$ cat src/rtl/enm_fire_sched_if.sv
// Enemy fire scheduler bus: round control, enemy positions in, bullet slots and grants out.
interface enm_fire_sched_if;
  logic       gamestart;
  logic       freeze;
  logic [3:0] enm_alive;
  logic [9:0] enmx1, enmx2, enmx3, enmx4;
  logic [9:0] enmy1, enmy2, enmy3, enmy4;
  logic [1:0] bhit;
  logic [3:0] fire_grant;
  logic [1:0] eb_valid;
  logic [9:0] ebx0, eby0, ebx1, eby1;
  logic [1:0] sched_state;

  modport master (
    output gamestart, freeze, enm_alive,
    output enmx1, enmx2, enmx3, enmx4, enmy1, enmy2, enmy3, enmy4, bhit,
    input  fire_grant, eb_valid, ebx0, eby0, ebx1, eby1, sched_state
  );

  modport slave (
    input  gamestart, freeze, enm_alive,
    input  enmx1, enmx2, enmx3, enmx4, enmy1, enmy2, enmy3, enmy4, bhit,
    output fire_grant, eb_valid, ebx0, eby0, ebx1, eby1, sched_state
  );
endinterface

$ cat src/rtl/enm_fire_sched.sv
// Enemy fire scheduler: paces round-robin enemy shots into two bullet slots and
// moves live bullets down the screen until they retire or hit the player.
module enm_fire_sched #(
  parameter int unsigned FIRE_IVL = 40,
  parameter int unsigned EB_SPEED = 4,
  parameter int unsigned EB_YMAX  = 480
) (
  input  logic            clk22,
  input  logic            rst,
  enm_fire_sched_if.slave bus
);

  localparam int unsigned IVL_W = 6;
  localparam int unsigned POS_W = 10;
  localparam int unsigned CMP_W = 11;
  localparam int unsigned N_ENM = 4;
  localparam int unsigned N_EB  = 2;

  localparam logic [1:0] ST_WAIT  = 2'd0;
  localparam logic [1:0] ST_RUN   = 2'd1;
  localparam logic [1:0] ST_DRAIN = 2'd2;

  localparam logic [IVL_W-1:0] IVL_RELOAD = IVL_W'(FIRE_IVL - 1);
  localparam logic [POS_W-1:0] X_OFS      = POS_W'(8);
  localparam logic [POS_W-1:0] Y_OFS      = POS_W'(16);
  localparam logic [POS_W-1:0] Y_STEP     = POS_W'(EB_SPEED);
  localparam logic [CMP_W-1:0] Y_STEP_W   = CMP_W'(EB_SPEED);
  localparam logic [CMP_W-1:0] Y_LIMIT_W  = CMP_W'(EB_YMAX);

  logic [1:0]       state_q, state_d;
  logic [IVL_W-1:0] ivl_cnt_q, ivl_cnt_d;
  logic [1:0]       rr_q, rr_d;
  logic [N_ENM-1:0] grant_q, grant_d;
  logic [N_EB-1:0]  valid_q, valid_d;
  logic [POS_W-1:0] ebx_q [N_EB];
  logic [POS_W-1:0] ebx_d [N_EB];
  logic [POS_W-1:0] eby_q [N_EB];
  logic [POS_W-1:0] eby_d [N_EB];

  logic             enm_found;
  logic [1:0]       enm_pick;
  logic [1:0]       enm_idx;
  logic             slot_free;
  logic             slot_pick;
  logic             fire;
  logic [POS_W-1:0] pick_x, pick_y;
  logic             any_alive;

  // Next-state: FSM, interval pacing, round-robin pick and bullet slot update
  always_comb begin
    state_d   = state_q;
    ivl_cnt_d = ivl_cnt_q;
    rr_d      = rr_q;
    grant_d   = '0;
    valid_d   = valid_q;
    ebx_d     = ebx_q;
    eby_d     = eby_q;
    enm_found = 1'b0;
    enm_pick  = rr_q;
    enm_idx   = rr_q;
    slot_free = 1'b0;
    slot_pick = 1'b0;
    pick_x    = '0;
    pick_y    = '0;
    any_alive = (bus.enm_alive != '0);

    for (int i = 0; i < N_ENM; i++) begin
      enm_idx = rr_q + 2'(i);
      if (!enm_found && bus.enm_alive[enm_idx]) begin
        enm_found = 1'b1;
        enm_pick  = enm_idx;
      end
    end

    case (enm_pick)
      2'd0:    begin pick_x = bus.enmx1; pick_y = bus.enmy1; end
      2'd1:    begin pick_x = bus.enmx2; pick_y = bus.enmy2; end
      2'd2:    begin pick_x = bus.enmx3; pick_y = bus.enmy3; end
      default: begin pick_x = bus.enmx4; pick_y = bus.enmy4; end
    endcase

    // Free slots are judged on registered valid, so a slot freed this tick waits a tick
    if (!valid_q[0]) begin
      slot_free = 1'b1;
      slot_pick = 1'b0;
    end else if (!valid_q[1]) begin
      slot_free = 1'b1;
      slot_pick = 1'b1;
    end

    fire = (state_q == ST_RUN) && (ivl_cnt_q == '0) && slot_free && enm_found;

    case (state_q)
      ST_WAIT:  if (any_alive) state_d = ST_RUN;
      ST_RUN:   if (!any_alive) state_d = ST_DRAIN;
      ST_DRAIN: begin
        if (any_alive)              state_d = ST_RUN;
        else if (valid_q == '0)     state_d = ST_WAIT;
      end
      default:  state_d = ST_WAIT;
    endcase

    if (state_q == ST_RUN) begin
      if (fire)                  ivl_cnt_d = IVL_RELOAD;
      else if (ivl_cnt_q != '0)  ivl_cnt_d = ivl_cnt_q - IVL_W'(1);
    end

    // Hits take priority over movement; retirement compare is one bit wider to avoid wrap
    for (int k = 0; k < N_EB; k++) begin
      if (valid_q[k]) begin
        if (bus.bhit[k] || ({1'b0, eby_q[k]} + Y_STEP_W >= Y_LIMIT_W)) begin
          valid_d[k] = 1'b0;
          ebx_d[k]   = '0;
          eby_d[k]   = '0;
        end else begin
          eby_d[k]   = eby_q[k] + Y_STEP;
        end
      end
    end

    if (fire) begin
      grant_d[enm_pick]  = 1'b1;
      rr_d               = enm_pick + 2'd1;
      valid_d[slot_pick] = 1'b1;
      ebx_d[slot_pick]   = pick_x + X_OFS;
      eby_d[slot_pick]   = pick_y + Y_OFS;
    end
  end

  // State registers: reset/gamestart win over freeze; freeze holds all but the grant pulse
  always_ff @(posedge clk22) begin
    if (rst || bus.gamestart) begin
      state_q   <= ST_WAIT;
      ivl_cnt_q <= IVL_RELOAD;
      rr_q      <= '0;
      grant_q   <= '0;
      valid_q   <= '0;
      for (int k = 0; k < N_EB; k++) begin
        ebx_q[k] <= '0;
        eby_q[k] <= '0;
      end
    end else if (bus.freeze) begin
      grant_q   <= '0;
    end else begin
      state_q   <= state_d;
      ivl_cnt_q <= ivl_cnt_d;
      rr_q      <= rr_d;
      grant_q   <= grant_d;
      valid_q   <= valid_d;
      for (int k = 0; k < N_EB; k++) begin
        ebx_q[k] <= ebx_d[k];
        eby_q[k] <= eby_d[k];
      end
    end
  end

  assign bus.fire_grant  = grant_q;
  assign bus.eb_valid    = valid_q;
  assign bus.ebx0        = ebx_q[0];
  assign bus.eby0        = eby_q[0];
  assign bus.ebx1        = ebx_q[1];
  assign bus.eby1        = eby_q[1];
  assign bus.sched_state = state_q;

endmodule

$ cat src/flat_wrapper.sv
// flat-port wrapper written by rule: the top's interface ports become plain ports
module enm_fire_sched_flat 
#(
  parameter int unsigned FIRE_IVL = 40,
  parameter int unsigned EB_SPEED = 4,
  parameter int unsigned EB_YMAX  = 480
)
  (clk22, rst, bus_gamestart, bus_freeze, bus_enm_alive, bus_enmx1, bus_enmx2, bus_enmx3, bus_enmx4, bus_enmy1, bus_enmy2, bus_enmy3, bus_enmy4, bus_bhit, bus_fire_grant, bus_eb_valid, bus_ebx0, bus_eby0, bus_ebx1, bus_eby1, bus_sched_state);
  enm_fire_sched_if bus_i ();
  input  logic clk22;
  input  logic rst;
  input wire logic [$bits(bus_i.gamestart)-1:0] bus_gamestart;
  input wire logic [$bits(bus_i.freeze)-1:0] bus_freeze;
  input wire logic [$bits(bus_i.enm_alive)-1:0] bus_enm_alive;
  input wire logic [$bits(bus_i.enmx1)-1:0] bus_enmx1;
  input wire logic [$bits(bus_i.enmx2)-1:0] bus_enmx2;
  input wire logic [$bits(bus_i.enmx3)-1:0] bus_enmx3;
  input wire logic [$bits(bus_i.enmx4)-1:0] bus_enmx4;
  input wire logic [$bits(bus_i.enmy1)-1:0] bus_enmy1;
  input wire logic [$bits(bus_i.enmy2)-1:0] bus_enmy2;
  input wire logic [$bits(bus_i.enmy3)-1:0] bus_enmy3;
  input wire logic [$bits(bus_i.enmy4)-1:0] bus_enmy4;
  input wire logic [$bits(bus_i.bhit)-1:0] bus_bhit;
  output wire logic [$bits(bus_i.fire_grant)-1:0] bus_fire_grant;
  output wire logic [$bits(bus_i.eb_valid)-1:0] bus_eb_valid;
  output wire logic [$bits(bus_i.ebx0)-1:0] bus_ebx0;
  output wire logic [$bits(bus_i.eby0)-1:0] bus_eby0;
  output wire logic [$bits(bus_i.ebx1)-1:0] bus_ebx1;
  output wire logic [$bits(bus_i.eby1)-1:0] bus_eby1;
  output wire logic [$bits(bus_i.sched_state)-1:0] bus_sched_state;
  assign bus_i.gamestart = bus_gamestart;
  assign bus_i.freeze = bus_freeze;
  assign bus_i.enm_alive = bus_enm_alive;
  assign bus_i.enmx1 = bus_enmx1;
  assign bus_i.enmx2 = bus_enmx2;
  assign bus_i.enmx3 = bus_enmx3;
  assign bus_i.enmx4 = bus_enmx4;
  assign bus_i.enmy1 = bus_enmy1;
  assign bus_i.enmy2 = bus_enmy2;
  assign bus_i.enmy3 = bus_enmy3;
  assign bus_i.enmy4 = bus_enmy4;
  assign bus_i.bhit = bus_bhit;
  assign bus_fire_grant = bus_i.fire_grant;
  assign bus_eb_valid = bus_i.eb_valid;
  assign bus_ebx0 = bus_i.ebx0;
  assign bus_eby0 = bus_i.eby0;
  assign bus_ebx1 = bus_i.ebx1;
  assign bus_eby1 = bus_i.eby1;
  assign bus_sched_state = bus_i.sched_state;
  enm_fire_sched #(.FIRE_IVL(FIRE_IVL), .EB_SPEED(EB_SPEED), .EB_YMAX(EB_YMAX)) u_core (.clk22(clk22), .rst(rst), .bus(bus_i));
endmodule
$ cat config.mk
export PLATFORM = sky130hd
export DESIGN_NAME = enm_fire_sched_flat
export DESIGN_NICKNAME = d
export VERILOG_FILES = /design/src/rtl/enm_fire_sched_if.sv /design/src/rtl/enm_fire_sched.sv /design/src/flat_wrapper.sv
export SDC_FILE = /design/constraint.sdc
export NUM_CORES = 1
export LEC_CHECK = 0
export CORE_MARGIN = 2
export CORE_UTILIZATION = 30
export CTS_BUF_LIST = sky130_fd_sc_hd__clkbuf_8
export CTS_CLUSTER_DIAMETER = 100
export DETAILED_ROUTE_END_ITERATION = 6
export SLEW_MARGIN = 15
export SYNTH_ARGS = -nofsm -noshare
export SYNTH_HDL_FRONTEND = slang
export SYNTH_SLANG_ARGS = --single-unit
$ cat constraint.sdc
create_clock -name clk22 -period 3.4 [get_ports clk22]
set_input_delay 0.68 -clock clk22 [delete_from_list [all_inputs] [get_ports clk22]]
set_output_delay 0.68 -clock clk22 [all_outputs]
set_load 0.01 [all_outputs]
==> run summary <==
The run finished with clean final reports. The worst-case setup slack after placement is -0.4484 ns. The compound-cell area share of the yosys netlist is 0.3115. The maximum level of the CTS H-tree came out at 2. Adding up every negative setup slack in the final design gives 0 ns. The total via count after detailed routing came out at 3967. Of the synthesized area, sequential elements account for 0.3295. The beginning of the worst register-to-register path is u_core.rr_q[1].

The switching power came out at 431.2 uW. The routed wire length came out at between 10 and 15 mm. The number of design-rule violations left by the first detailed-router iteration is 301.

The layout has between 1000 and 1500 filler cells. Of the post-synthesis cell area, the dominant cell type holds 0.3295. The fraction of final layout cells with drive strength greater than 1 is 0.1128.

The top-level I/O count is 138. The overall track demand over capacity in global routing is 0.1908. The endpoint kind of the worst setup timing path is a flip-flop. The number of buffers created by CTS is 5. The netlist area before placement is 3402 um2.

The number of synthesized flops with an enable pin is 0. The pre-antenna-repair detailed-routing pass consisted of 5 iterations. The count of input and output buffers is 137.

The critical path in this run is classified as in -> reg. In this run the worst path has a maximum fanout of 7. The number of global-route vias before repair came out at 3805.

The commonest cells after synthesis are dfxtp_1 (56), nand2_1 (46), nor2_1 (40). The area growth from synthesis to final layout is 56.31%. Summing all multi-input logic gate instances after layout gives 2163 um2. After the last flow step, the layout net total stands at 693.

Once layout is complete, the utilization of the core stands at 0.4863. The startpoint identified for the worst hold timing path is u_core.bus.ebx0[9]. The endpoint arrival time on the critical path came out at 3.44 ns. The area of placed instances came out at 5182 um2. Among all flip-flop cells after synthesis, the most frequent one is dfxtp_1. The logic gate share of total power is 0.262.

The number of vias per cell is about 5.4. The CTS root buffer is clkbuf_8. The count of antenna diodes in the layout is 0. The share of synthesized cell area in full adder, half adder and majority cells is 0.03678. The HPWL after detailed placement came out at 9.751 mm. The final routed DRC violation total is 0. The overall die area is 12210 um2. The simple logic cell fraction of the synthesized area came out at 0.2232. STA classifies the critical path startpoint as an input pin. Based on the critical path, the design can be clocked at up to 312.2 MHz.

The hold path depth is 2. The maximum vdd ir drop is 0.1721 mV. The path class of the tightest hold or removal check is reg -> reg. After clock tree synthesis, the flow added hold-fix buffers numbering 0. The static leakage power came out at 1.932 nW. The number of cell instances on the worst register-to-register path came out at 14. The clock insertion delay at the later pin of the skew report is 0.33 ns. The number of max-cap violations is 0. The count of cell types in the netlist is 53.

After layout, the minimum clock period comes to approximately 3.2 ns. Each instance of the synthesized netlist takes up on average 7.930 um2. The worst pin sits at a relative slew slack of 0.3355. dfxtp_1 takes more of the synthesized area than any other cell. The die boundary width came out at roughly 110 um. The post-layout worst setup margin came out at 0.1966 ns. The switching share of power came out at 0.2950. The initial utilization of the core area, before any placement, comes to 0.3111.

After floorplanning, the core was sized to cover around 11000 um2. The count of final setup violators came out at 0. The sequential fraction of design power is 0.457. Of the post-synthesis cell area, the part taken by muxes is 0.

By area, the combinational part of the netlist is dominated by compound AO/OA/AOI/OAI gates. The power density over the cells is around 270 nW/um2. For hold timing, the worst endpoint is u_core.bus.ebx0[9]. The maximum count of clock buffers along a single path is 2.

The share of the clock period used by the worst path is 0.9422. The register-to-register path setup slack came out at ~0.47 ns. The data required time at the worst endpoint is 3.64 ns. The register area came out at 1121 um2. In this run the remaining antenna-violating nets after routing total 0. The cell row count came out at 38. The final standard cell area without fillers is ~5300 um2.

The share of total power dissipated in the clock network is 0.281. After detailed routing, the average wire length per cell comes to approximately 17 um. The number of clock sinks is 56. Synthesis produced a netlist with a net count of 529. The endpoint of the worst-slack reg-to-reg timing path is u_core.bus.eby0[6]. By instance count, the leading cell after synthesis is dfxtp_1.

The post-synthesis share of cell area spent on xor and xnor gates is 0.05406. The internal portion of the total power is between 1 and 1.5 mW. The share of synthesized flip-flops with an asynchronous set or reset came out at 0.

The total count of max-transition violations in the final report is 0. The number of failing hold endpoints at the final stage came out at 0. The count of mapped cells out of synthesis is ~430. The total of flip-flops plus latches after synthesis came out at 56.

For this run, the number of standard cells in the final layout without fillers is 734. The clock tree from TritonCTS is built. The final weighted congestion in routability-driven placement came out at 0.9207. Entering global routing, the biggest net connects 25 pins. The transition time at the pin with the least slew margin is around 0.99 ns. The global-route wire length before repair came out at between 15 and 20 mm. The total congestion overflow after global routing came out at 0. The worst clock skew on the final layout is 0.01602 ns. Sorting the synthesized cells by area gives the leading types as dfxtp_1 (33%), a222oi_1 (5.9%), a21oi_1 (5.1%). Counting tap cells, the placed design contains a total of 726 instances.

The number of warnings printed during yosys synthesis is 0. Clock-pin slew was measured on the worst setup and hold paths at 0.12 ns. The initial antenna violation count is 0. The y dimension of the die is 110.5 um.
-- worst max-delay path by stage --
| stage | startpoint | to | depth (start not counted) |
|---|---|---|---|
| floorplan | bus_enm_alive[2] | u_core.bus.ebx1[7] | 14 |
| global placement | bus_enm_alive[0] | u_core.bus.eby0[6] | 12 |
| detailed placement | bus_enm_alive[0] | u_core.bus.eby0[6] | 12 |
| CTS | bus_enm_alive[1] | u_core.bus.eby0[6] | 12 |
| global route | bus_enm_alive[2] | u_core.bus.eby0[6] | 15 |
| finish | bus_enm_alive[2] | u_core.bus.eby0[6] | 15 |
-- final cells by class --
cell class	instances	share of cell area
tap	140	0.03294
timing repair buffer	182	0.3219
sequential	56	0.2108
inverter	13	0.009176
clock buffer	5	0.01294
clock inverter	3	0.005412
multi-input combinational	335	0.4068
-- placed cells by master, fill, tap and decap left out, types with 7 or more instances in the layout --
cell type and instances:
o21ai_0 24, dfxtp_1 56, inv_1 13, a31oi_1 7, ha_1 8, buf_4 45
a222oi_1 20, a21oi_1 34, xnor2_1 8, a22o_1 12, nand3_1 17, nand2_1 46
nor2_1 40, clkdlybuf4s50_1 133, a211oi_1 7, xor2_1 12, and3_1 7, nor3_1 9
-- repair_timing --
action | in CTS | in global routing
buffers inserted | 0 | 0
gates cloned | 0 | 0
pin swaps | 3 | 8
endpoints found under the hold margin | 0 | 0
resized for setup | 6 | 6
setup endpoints to repair | 5 | 16
-- cells by family (layout without fill, tap and decap cells) --
kind of cell / after synthesis / in the layout
buf+inv: 38 / 203
fa+ha+maj: 10 / 10
flops: 56 / 56
simple gates: 155 / 155
compound gates: 149 / 149
xor+xnor: 21 / 21
-- per-layer routing --
metal | track usage | share of wire
met1 | 0.2580 | 0.46
met2 | 0.3153 | 0.47
met3 | 0.02305 | 0.047
met4 | 0.06333 | 0.023
met5 | 0 | 0
-- worst max-delay path: stages --
cell and delay (ns):
dlygate4sd2_1 0.28, nor2b_2 0.19, a221o_1 0.13, o22a_1 0.20, buf_4 0.13, inv_1 0.05
ha_1 0.19, buf_4 0.17, a222oi_1 0.36, a21oi_1 0.17, ha_1 0.24, xor2_1 0.18
nor3_1 0.21, a31oi_1 0.06, o21a_1 0.20
-- registers in the layout (all words and copies together), names as in the netlist --
register	count
u_core.bus.ebx0	10
u_core.bus.ebx1	10
u_core.bus.eby0	10
u_core.bus.eby1	10
u_core.ivl_cnt_q	6
u_core.bus.fire_grant	4
u_core.bus.eb_valid	2
u_core.bus.sched_state	2
u_core.rr_q	2
-- through the flow --
stage / hold WS (ns) / power (mW)
final: 0.4582 / 1.462
after global placement: 0.4363 / 1.051
after detailed placement: 0.4424 / 1.053
after global routing: 0.4840 / 1.524
after CTS: 0.4599 / 1.462
after floorplan: 0.4514 / 0.8308
-- power by group through the flow --
stage,Clock (mW),Sequential (mW),Combinational [mW]
after floorplan,0,0.681,0.149
after detailed placement,0,0.683,0.371
after global routing,0.443,0.669,0.412
final,0.411,0.668,0.383
after global placement,0,0.682,0.369
after CTS,0.419,0.668,0.375
No activity file was read; power rests on OpenSTA's default activity.
